$ cat src/rtl/core.sv
// Shared types and helpers for the memory stage: op encoding, FSM states,
// store-buffer entry layout, exception causes and load extraction.
package core;

  localparam int LSU_XLEN = 32;

  // {store, unsigned, size[1:0]}; size 0 means no memory access.
  typedef enum logic [3:0] {
    MEM_NOP = 4'b0000,
    MEM_LB  = 4'b0001,
    MEM_LH  = 4'b0010,
    MEM_LW  = 4'b0011,
    MEM_LBU = 4'b0101,
    MEM_LHU = 4'b0110,
    MEM_SB  = 4'b1001,
    MEM_SH  = 4'b1010,
    MEM_SW  = 4'b1011
  } mem_op_t;

  localparam logic STORE_PRFX = 1'b1;

  typedef enum logic [1:0] {SZ_NONE, SZ_B, SZ_H, SZ_W} mem_size_t;

  typedef enum logic [1:0] {LSU_IDLE, LSU_LD_REQ, LSU_LD_WAIT} lsu_state_t;

  typedef struct packed {
    logic [LSU_XLEN-1:0] addr;
    logic [3:0]          be;
    logic [LSU_XLEN-1:0] wdata;
  } sb_entry_t;

  localparam logic [3:0] CAUSE_LOAD_MISALIGNED  = 4'd4;
  localparam logic [3:0] CAUSE_STORE_MISALIGNED = 4'd6;

  function automatic mem_size_t mem_size(mem_op_t op);
    return mem_size_t'(op[1:0]);
  endfunction

  // Shift the addressed lane down to bit 0, then extend per op.
  function automatic logic [LSU_XLEN-1:0] load_extend(logic [LSU_XLEN-1:0] rdata,
                                                      logic [1:0] off, mem_op_t op);
    logic [LSU_XLEN-1:0] lane;
    lane = rdata >> {off, 3'b000};
    case (op)
      MEM_LB:  return {{24{lane[7]}}, lane[7:0]};
      MEM_LH:  return {{16{lane[15]}}, lane[15:0]};
      MEM_LBU: return {24'd0, lane[7:0]};
      MEM_LHU: return {16'd0, lane[15:0]};
      default: return lane;
    endcase
  endfunction

endpackage

$ cat src/rtl/lsu_store_buffer.sv
// In-order circular store buffer; head is valid whenever empty is low.
module lsu_store_buffer
  import core::*;
#(
  parameter int DEPTH = 4,
  parameter int CNT_W = $clog2(DEPTH) + 1
) (
  input  logic      clk,
  input  logic      rst,
  input  logic      push,
  input  sb_entry_t push_entry,
  input  logic      pop,
  output sb_entry_t head,
  output logic      full,
  output logic      empty
);

  localparam int PTR_W = $clog2(DEPTH);

  sb_entry_t        mem [DEPTH];
  logic [PTR_W-1:0] wr_ptr;
  logic [PTR_W-1:0] rd_ptr;
  logic [CNT_W-1:0] count;

  assign full  = (count == CNT_W'(DEPTH));
  assign empty = (count == '0);
  assign head  = mem[rd_ptr];

  always_ff @(posedge clk) begin
    if (push) mem[wr_ptr] <= push_entry;
  end

  // DEPTH is a power of two, so pointers wrap by natural overflow.
  always_ff @(posedge clk or posedge rst) begin
    if (rst) begin
      wr_ptr <= '0;
      rd_ptr <= '0;
      count  <= '0;
    end else begin
      if (push) wr_ptr <= wr_ptr + 1'b1;
      if (pop)  rd_ptr <= rd_ptr + 1'b1;
      case ({push, pop})
        2'b10:   count <= count + 1'b1;
        2'b01:   count <= count - 1'b1;
        default: count <= count;
      endcase
    end
  end

endmodule

$ cat src/rtl/load_store_unit.sv
// Memory-stage load/store unit: address/alignment check, store buffering
// with head-first drain, and a req/gnt/rvalid load path with writeback.
//
// Handshakes: an op transfers on a cycle where req_valid_i && req_ready_o.
// dmem_req_o and its payload stay stable until the cycle dmem_gnt_i is high.
module load_store_unit
  import core::*;
#(
  parameter int XLEN     = 32,
  parameter int SB_DEPTH = 4,
  parameter int SB_CNT_W = $clog2(SB_DEPTH) + 1
) (
  input  logic            clk_i,
  input  logic            rst_i,
  input  logic            req_valid_i,
  output logic            req_ready_o,
  input  mem_op_t         req_mem_op_i,
  input  logic [XLEN-1:0] req_base_i,
  input  logic [XLEN-1:0] req_imm_i,
  input  logic [XLEN-1:0] req_wdata_i,
  input  logic [4:0]      req_rd_i,
  output logic            wb_valid_o,
  output logic [4:0]      wb_rd_o,
  output logic [XLEN-1:0] wb_data_o,
  output logic            exc_valid_o,
  output logic [3:0]      exc_cause_o,
  output logic [XLEN-1:0] exc_addr_o,
  output logic            dmem_req_o,
  input  logic            dmem_gnt_i,
  output logic            dmem_we_o,
  output logic [3:0]      dmem_be_o,
  output logic [XLEN-1:0] dmem_addr_o,
  output logic [XLEN-1:0] dmem_wdata_o,
  input  logic            dmem_rvalid_i,
  input  logic [XLEN-1:0] dmem_rdata_i,
  output logic            sb_empty_o
);

  lsu_state_t      state;
  logic [XLEN-1:0] ea;
  logic [1:0]      off;
  mem_size_t       size;
  logic            is_store, is_load, misaligned, accept, push, pop, sb_full;
  logic [3:0]      be;
  sb_entry_t       push_entry, head;

  logic [XLEN-1:0] ld_addr;
  logic [3:0]      ld_be;
  logic [1:0]      ld_off;
  mem_op_t         ld_op;
  logic [4:0]      ld_rd;

  assign ea         = req_base_i + req_imm_i;
  assign off        = ea[1:0];
  assign size       = mem_size(req_mem_op_i);
  assign is_store   = (req_mem_op_i[3] == STORE_PRFX) && (size != SZ_NONE);
  assign is_load    = (req_mem_op_i[3] != STORE_PRFX) && (size != SZ_NONE);
  assign misaligned = ((size == SZ_H) && off[0]) || ((size == SZ_W) && (off != 2'b00));

  always_comb begin
    be = 4'b0000;
    case (size)
      SZ_B:    be = 4'b0001 << off;
      SZ_H:    be = 4'b0011 << off;
      SZ_W:    be = 4'b1111;
      default: be = 4'b0000;
    endcase
  end

  // Readiness looks only at registered occupancy, never at same-cycle drain.
  always_comb begin
    req_ready_o = 1'b0;
    if (state == LSU_IDLE) begin
      if (is_store)     req_ready_o = !sb_full;
      else if (is_load) req_ready_o = sb_empty_o;
      else              req_ready_o = 1'b1;
    end
  end

  assign accept           = req_valid_i && req_ready_o;
  assign push             = accept && is_store && !misaligned;
  assign push_entry.addr  = {ea[XLEN-1:2], 2'b00};
  assign push_entry.be    = be;
  assign push_entry.wdata = req_wdata_i << {off, 3'b000};
  assign pop              = (state == LSU_IDLE) && !sb_empty_o && dmem_gnt_i;

  lsu_store_buffer #(
    .DEPTH(SB_DEPTH),
    .CNT_W(SB_CNT_W)
  ) u_sb (
    .clk       (clk_i),
    .rst       (rst_i),
    .push      (push),
    .push_entry(push_entry),
    .pop       (pop),
    .head      (head),
    .full      (sb_full),
    .empty     (sb_empty_o)
  );

  // Loads own the port outside IDLE; otherwise the buffer head drains.
  always_comb begin
    dmem_req_o   = 1'b0;
    dmem_we_o    = 1'b0;
    dmem_be_o    = 4'b0000;
    dmem_addr_o  = '0;
    dmem_wdata_o = '0;
    if (state == LSU_LD_REQ) begin
      dmem_req_o  = 1'b1;
      dmem_be_o   = ld_be;
      dmem_addr_o = ld_addr;
    end else if ((state == LSU_IDLE) && !sb_empty_o) begin
      dmem_req_o   = 1'b1;
      dmem_we_o    = 1'b1;
      dmem_be_o    = head.be;
      dmem_addr_o  = head.addr;
      dmem_wdata_o = head.wdata;
    end
  end

  always_ff @(posedge clk_i or posedge rst_i) begin
    if (rst_i) begin
      state       <= LSU_IDLE;
      ld_addr     <= '0;
      ld_be       <= 4'b0000;
      ld_off      <= 2'b00;
      ld_op       <= MEM_NOP;
      ld_rd       <= 5'd0;
      wb_valid_o  <= 1'b0;
      wb_rd_o     <= 5'd0;
      wb_data_o   <= '0;
      exc_valid_o <= 1'b0;
      exc_cause_o <= 4'd0;
      exc_addr_o  <= '0;
    end else begin
      wb_valid_o  <= 1'b0;
      exc_valid_o <= 1'b0;
      if (accept && misaligned) begin
        exc_valid_o <= 1'b1;
        exc_cause_o <= is_store ? CAUSE_STORE_MISALIGNED : CAUSE_LOAD_MISALIGNED;
        exc_addr_o  <= ea;
      end
      case (state)
        LSU_IDLE: begin
          if (accept && is_load && !misaligned) begin
            state   <= LSU_LD_REQ;
            ld_addr <= {ea[XLEN-1:2], 2'b00};
            ld_be   <= be;
            ld_off  <= off;
            ld_op   <= req_mem_op_i;
            ld_rd   <= req_rd_i;
          end
        end
        LSU_LD_REQ: begin
          if (dmem_gnt_i) state <= LSU_LD_WAIT;
        end
        LSU_LD_WAIT: begin
          if (dmem_rvalid_i) begin
            state      <= LSU_IDLE;
            wb_valid_o <= 1'b1;
            wb_rd_o    <= ld_rd;
            wb_data_o  <= load_extend(dmem_rdata_i, ld_off, ld_op);
          end
        end
        default: state <= LSU_IDLE;
      endcase
    end
  end

endmodule

$ cat config.mk
export PLATFORM = sky130hd
export DESIGN_NAME = load_store_unit
export DESIGN_NICKNAME = d
export VERILOG_FILES = /design/src/rtl/core.sv /design/src/rtl/lsu_store_buffer.sv /design/src/rtl/load_store_unit.sv
export SDC_FILE = /design/constraint.sdc
export NUM_CORES = 1
export LEC_CHECK = 0
export ABC_AREA = 1
export CAP_MARGIN = 10
export CORE_UTILIZATION = 35
export DETAILED_ROUTE_END_ITERATION = 8
export SYNTH_ARGS = -nofsm -noshare
export SYNTH_HDL_FRONTEND = slang
export SYNTH_HIERARCHICAL = 1
export SYNTH_SLANG_ARGS = --single-unit
$ cat constraint.sdc
create_clock -name clk_i -period 4.6 [get_ports clk_i]
set_input_delay 1.38 -clock clk_i [delete_from_list [all_inputs] [get_ports clk_i]]
set_output_delay 1.38 -clock clk_i [all_outputs]
set_load 0.03 [all_outputs]
After elaboration in Yosys (flattened, before gate mapping)

Memories as Yosys holds them, arrays and structs flattened.
Cells that the tools add are included.

$add $sub $neg: 5
Equality and inequality tests: 15
Shift-type cells: 4
Mux-type cells: 25
Bitwise operators: 1
Reductions and logical operators: 24

Operators with widths:

| cell                  | number |
|---|---|
| $mux W32              | 4 |
| $pmux W32 S4          | 1 |
| $add A32 B32 Y32      | 1 |
| $shl A32 B5 Y32       | 1 |
| $shr A32 B5 Y32       | 1 |
| $logic_and A1 B1 Y1   | 12 |
| $pmux W4 S3           | 1 |
| $mux W1               | 11 |
| $eq A2 B2 Y1 const B  | 4 |
| $eq A4 B3 Y1 const B  | 2 |
| $mux W2               | 4 |
| $mux W4               | 2 |
| $eq A2 B1 Y1 const B  | 3 |
| $pmux W2 S3           | 1 |
| $pmux W3 S2           | 1 |
| $reduce_bool A2 Y1    | 3 |
| $add A2 B1 Y2 const B | 2 |
| $eq A4 B1 Y1 const B  | 1 |
| $eq A4 B2 Y1 const B  | 1 |
| $ne A2 B2 Y1 const B  | 2 |
| $reduce_and A2 Y1     | 2 |
| $shl A1 B2 Y4 const A | 1 |
| $shl A2 B2 Y4 const A | 1 |
| $add A3 B1 Y3 const B | 1 |
| 9 further kinds       | 11 |

Flip-flop bits (word level): 129
Memory bits (writable): 264
Input port bits: 142
Logic and storage cells: 90
Memories: 1

Memory list:

| memory   | depth | width | rd ports | clocked after Yosys merged registers in | wr ports | RTL line               | RTL |
|---|---|---|---|---|---|---|---|
| u_sb.mem | 4     | 66    | 1        | 0                                       | 1        | lsu_store_buffer.sv:20 | `sb_entry_t mem [DEPTH];` |

Depth between registers and ports, before layout

Depth after elaboration: 10
Gate-level depth with buffers: 18
Mapped depth without buffers: 17

Modules after synthesis

Netlist, hierarchy kept.

Modules (own cells, without submodules):

| module           | times used | cells each | area each (um2) |
|---|---|---|---|
| lsu_store_buffer | 1          | 843        | 11125.7 |
| load_store_unit  | 1          | 1361       | 8782.2 |

Worst setup path after synthesis

No wires, ideal clock.

Path kind: input to register
From: input port req_mem_op_i[0]
To: memory u_sb/mem[0][0] (netlist bit) (enable)
Library setup time: 422 ps
Arrival: 4359 ps
Required time: 4178 ps
Setup slack: -181 ps
Stages on the path: 10
Cells stage by stage: inv_1 -> ha_1 -> or2_2 -> nor2_1 -> nor3_2 -> nand2_1 -> nor3_1 -> clkbuf_1 -> nand2_1 -> inv_1

Longest elaborated chain between the ends: 10
Elaborated cells between the ends (all ways): 17
Those cells by class: eq/ne: 2; mux: 5; reduce/logical: 10

Ends and longest elaborated chain:

| what                                | RTL line                                     | RTL |
|---|---|---|
| start, declared                     | load_store_unit.sv:17                        | `input mem_op_t req_mem_op_i,` |
| $reduce_bool A2 Y1 *                | load_store_unit.sv:56, load_store_unit.sv:57 |  |
| $logic_and A1 B1 Y1                 | load_store_unit.sv:57                        | `assign is_load = (req_mem_op_i[3] != STORE_PRFX) && (size != SZ_NONE);` |
| $mux W1                             | load_store_unit.sv:75                        | `else if (is_load) req_ready_o = sb_empty_o;` |
| $mux W1 *                           | load_store_unit.sv:74                        | `if (is_store) req_ready_o = !sb_full;` |
| $mux W1 *                           | load_store_unit.sv:73                        | `if (state == LSU_IDLE) begin` |
| named net req_ready_o               | load_store_unit.sv:16                        | `output logic req_ready_o,` |
| $logic_and A1 B1 Y1 *               | load_store_unit.sv:80                        | `assign accept = req_valid_i && req_ready_o;` |
| $logic_and A1 B1 Y1 * (2 in series) | load_store_unit.sv:81                        | `assign push = accept && is_store && !misaligned;` |
| named net push                      | load_store_unit.sv:43                        | `logic is_store, is_load, misaligned, accept, push, pop, sb_full;` |
| $mux W1 *                           | lsu_store_buffer.sv:30                       | `if (push) mem[wr_ptr] <= push_entry;` |
| $mux W1 (implied by the code) *     | lsu_store_buffer.sv:30                       |  |
| end, declared                       | lsu_store_buffer.sv:20                       |  |

Mark *: on every way through the listed nets, which the timed path passes. The rest lies on a longest branch.

Worst setup path after layout

From: register state[1]
To: output port dmem_addr_o[21]

Longest elaborated chain between the ends: 4
Elaborated cells between the ends (all ways): 5
Those cells by class: eq/ne: 1; mux: 2; reduce/logical: 2

Ends and longest elaborated chain:

| what                   | RTL line               | RTL |
|---|---|---|
| start, declared        | load_store_unit.sv:39  | `lsu_state_t state;` |
| start signal, assigned | load_store_unit.sv:123 | `state <= LSU_IDLE;` |
| start signal, assigned | load_store_unit.sv:146 | `state <= LSU_LD_REQ;` |
| start signal, assigned | load_store_unit.sv:155 | `if (dmem_gnt_i) state <= LSU_LD_WAIT;` |
| $logic_not A2 Y1       | load_store_unit.sv:112 | `end else if ((state == LSU_IDLE) && !sb_empty_o) begin` |
| $logic_and A1 B1 Y1    | load_store_unit.sv:112 |  |
| $mux W32               | load_store_unit.sv:112 |  |
| $mux W32 *             | load_store_unit.sv:108 | `if (state == LSU_LD_REQ) begin` |
| end, declared          | load_store_unit.sv:32  | `output logic [XLEN-1:0] dmem_addr_o,` |

Mark *: on every way between the ends. The rest lies on a longest branch, timed or not.

==> results.json <==
{
  "status": "finished, violations left",
  "violations": "DRC",
  "synth_top_cell_area_share_pct": 41.0,
  "synth_top_family_by_area": "simple AND/OR/NAND/NOR gates",
  "grt_pass1_vias": 15600,
  "fin_area_um2": 25300,
  "yosysSeqAreaShare_pct": 57.0,
  "synth_edf_count": 272,
  "grt_max_degree": 93,
  "setup_viol_count_final": 0,
  "avgRoutedWirePerCell_um": 17.4,
  "tightestPinTransition_ns": 1.06,
  "dr.pass1.iters": 7,
  "timing_max_transition_violations_final": 0,
  "crit_type": "reg2out",
  "clock.fmax_ghz": 0.225,
  "ys.flop_type": "edfxtp_1",
  "cts_tree": "done",
  "grt_pass1_wl_mm": 86.7,
  "synth.area.mux_share_pct": 0.352,
  "layout_common_cells": "nand2_1 (686), inv_1 (368), edfxtp_1 (272)",
  "hold_class": "reg2reg",
  "cpMaxStageDelayCell": "nor2_2",
  "antenna_found_initial": 3,
  "post_cts_resized": 0,
  "vias": 15900,
  "ys_warn_count": 6,
  "ys_types": 39,
  "cap_violations": 0,
  "rsz0062_at_grt": "false",
  "dieArea_um2": 57800,
  "synthArstFlopShare_pct": 31.8,
  "ys_ff_latch": 399,
  "cp.arrival_ns": 3.07,
  "wirelength_mm": 57.1,
  "cts_htree_levels": 2,
  "n_fill_cell": 5406,
  "synth_area_um2": 19900,
  "placed_cell_area_um2": 23800,
  "cts_buffers": 41,
  "finalHoldViolCount": 0,
  "rows": 87,
  "cpPeakStageDelay_ns": 0.89,
  "drt_iter0_markers": 1128,
  "drcViolationCount": 2,
  "fin_setup_tns_ns": 0,
  "pwr_density_cell_nw_per_um2": 640,
  "post-route-min-period_ns": 4.45,
  "nets": 2671,
  "cp-start-kind": "flip-flop",
  "grt_use_total_pct": 19.6,
  "clk-insertion-delay-late_ns": 0.55,
  "ir_worst_vdd_mv": 0.316,
  "cts_sinks": 399,
  "clockBufferDepth": 3,
  "antenna_left": 0,
  "path_cells": "inv_1 > nand2_1 > nor2_2 > a32o_1 > clkdlybuf4s50_1",
  "max-slew-margin-rel_pct": 29.1,
  "synthSimpleGateAreaFrac_pct": 17.9,
  "cts_setup_buffers": 0,
  "synthTopCellsByArea": "edfxtp_1 (41%), dfrtp_1 (16%), nand2_1 (13%), inv_1 (7.0%), o211ai_1 (5.7%)",
  "die_y_um": 240,
  "final_common_cell": "nand2_1",
  "drive_gt1_share_pct": 6.47,
  "pin_count": 289,
  "crit_fanout": 18,
  "cts_hold_buf": 0,
  "synth_xor_area_share_pct": 0.880,
  "grt_overflow": 0,
  "port_buffers": 286,
  "p_leak_nw": 11.2,
  "finalCritPeriodShare_pct": 96.7,
  "initial_core_util_pct": 35.4,
  "avgSynthCellArea_um2": 9.03,
  "synth_largest_area_cell": "edfxtp_1",
  "cts_root_buf": "clkbuf_16",
  "skew_ns": 0.0224,
  "worst_setup_path_end_kind": "output pin",
  "crit_required_ns": 3.22,
  "syn_inst": 2204,
  "viasPerCell": 4.83,
  "post-dp-hpwl_mm": 39.9,
  "core_um2": 56300,
  "clkSlewWorstSetupHoldPaths_ns": 0.06,
  "synth-adder-area-share_pct": 2.65,
  "syn2layout_area_growth_pct": 26.8,
  "die_x_um": 240,
  "gp_congestion": 0.918,
  "synth_compound_area_share_pct": 11.7
}
## where the power goes
group          switching [mW]  leakage (nW)  internal, mW  total [mW]
clock network            1.39         0.702          2.16        3.55
registers               0.466          4.02          4.59        5.06
logic                    4.81          6.44          2.73        7.54
## through the flow
stage	hold WS (ns)	util, %	worst slack (ns)	std cells	total power [mW]
detailed placement	0.461	42.3	0.00141	3200	12.7
global route	0.500	44.9	0.0116	3279	17.1
CTS	0.482	44.9	0.0848	3276	16.3
floorplan	0.449	-	0.0342	2213	9.58
finish	0.476	44.9	0.151	3279	16.2
global placement	0.463	42.3	0.112	3200	12.6
## critical path: cells and delay by family (launching register included)
kind | cells | cell delay [ns]
AND/OR/NAND/NOR | 2 | 1.09
AO/OA/AOI/OAI | 1 | 0.30
buffers and inverters | 2 | 0.77
flip-flops | 1 | 0.37
## synthesized netlist by cell type (all sizes together) (4+ instances only)
cell and count:
nand2 686, inv 377, edfxtp 272, o211ai 150, dfrtp 127, o21ai 123, nor2 108, nand3 73
buf 58, clkbuf 40, ha 39, a21oi 33, o22a 17, xor2 17, and2 15, a32o 13
nor3 12, a22oi 8, mux2i 7, o22ai 7, or2 4
## flip-flops by register name, summed over array words and instances (netlist names)
register / cells
u_sb/count: 3
ld_be: 4
wb_rd_o: 5
exc_cause_o: 2
state: 2
u_sb/rd_ptr: 2
ld_rd: 5
u_sb/wr_ptr: 2
exc_addr_o: 32
ld_op: 4
wb_data_o: 32
ld_off: 2
ld_addr: 30
u_sb/mem: 272
exc_valid_o: 1
wb_valid_o: 1
## layer usage
layer / GRT usage [%] / up-vias / wire length, µm
li1: - / 7743 / -
met1: 26.2 / 7497 / 25300
met2: 32.0 / 525 / 26200
met3: 3.61 / 86 / 3880
met4: 5.98 / 2 / 1590
met5: 0 / - / 15
## layout make-up
| class | instances | area [µm²] | share of cell area, % |
|---|---|---|---|
| flip-flops and latches | 399 | 11400 | 44.9 |
| multi-input cells | 1337 | 6730 | 26.7 |
| repair buffers | 329 | 3330 | 13.2 |
| inverters | 380 | 1450 | 5.73 |
| clock buffers | 54 | 1150 | 4.54 |
| well taps | 756 | 946 | 3.75 |
| clock inverters | 22 | 292 | 1.15 |
| diodes | 2 | 5.00 | 0.0198 |
## cells by family (layout without fill, tap and decap cells)
group,after synthesis,after routing
AOI/OAI and AO/OA,356,356
xor gates and xnor gates,20,20
adders and majority gates,41,41
buffers and inverters,478,785
DFF,399,399
muxes,7,7
other,1,12
and+or+nand+nor,902,903
## path summary, 6_finish.rpt
path | startpoint | end | slack, ns | cells past startpoint
setup / recovery | state[1] | dmem_addr_o[21] | 0.15 | 5
setup reg to reg | state[1] | u_sb/count[2] | 1.52 | 13
hold reg to reg | exc_addr_o[4] | exc_addr_o[4] | 0.48 | 2
min in group asynchronous | rst_i | u_sb/rd_ptr[0] | 1.22 | 2
hold / removal | exc_addr_o[4] | exc_addr_o[4] | 0.48 | 2
max in group asynchronous | rst_i | ld_addr[11] | 2.46 | 3
Power figures use the tool's default switching activity.
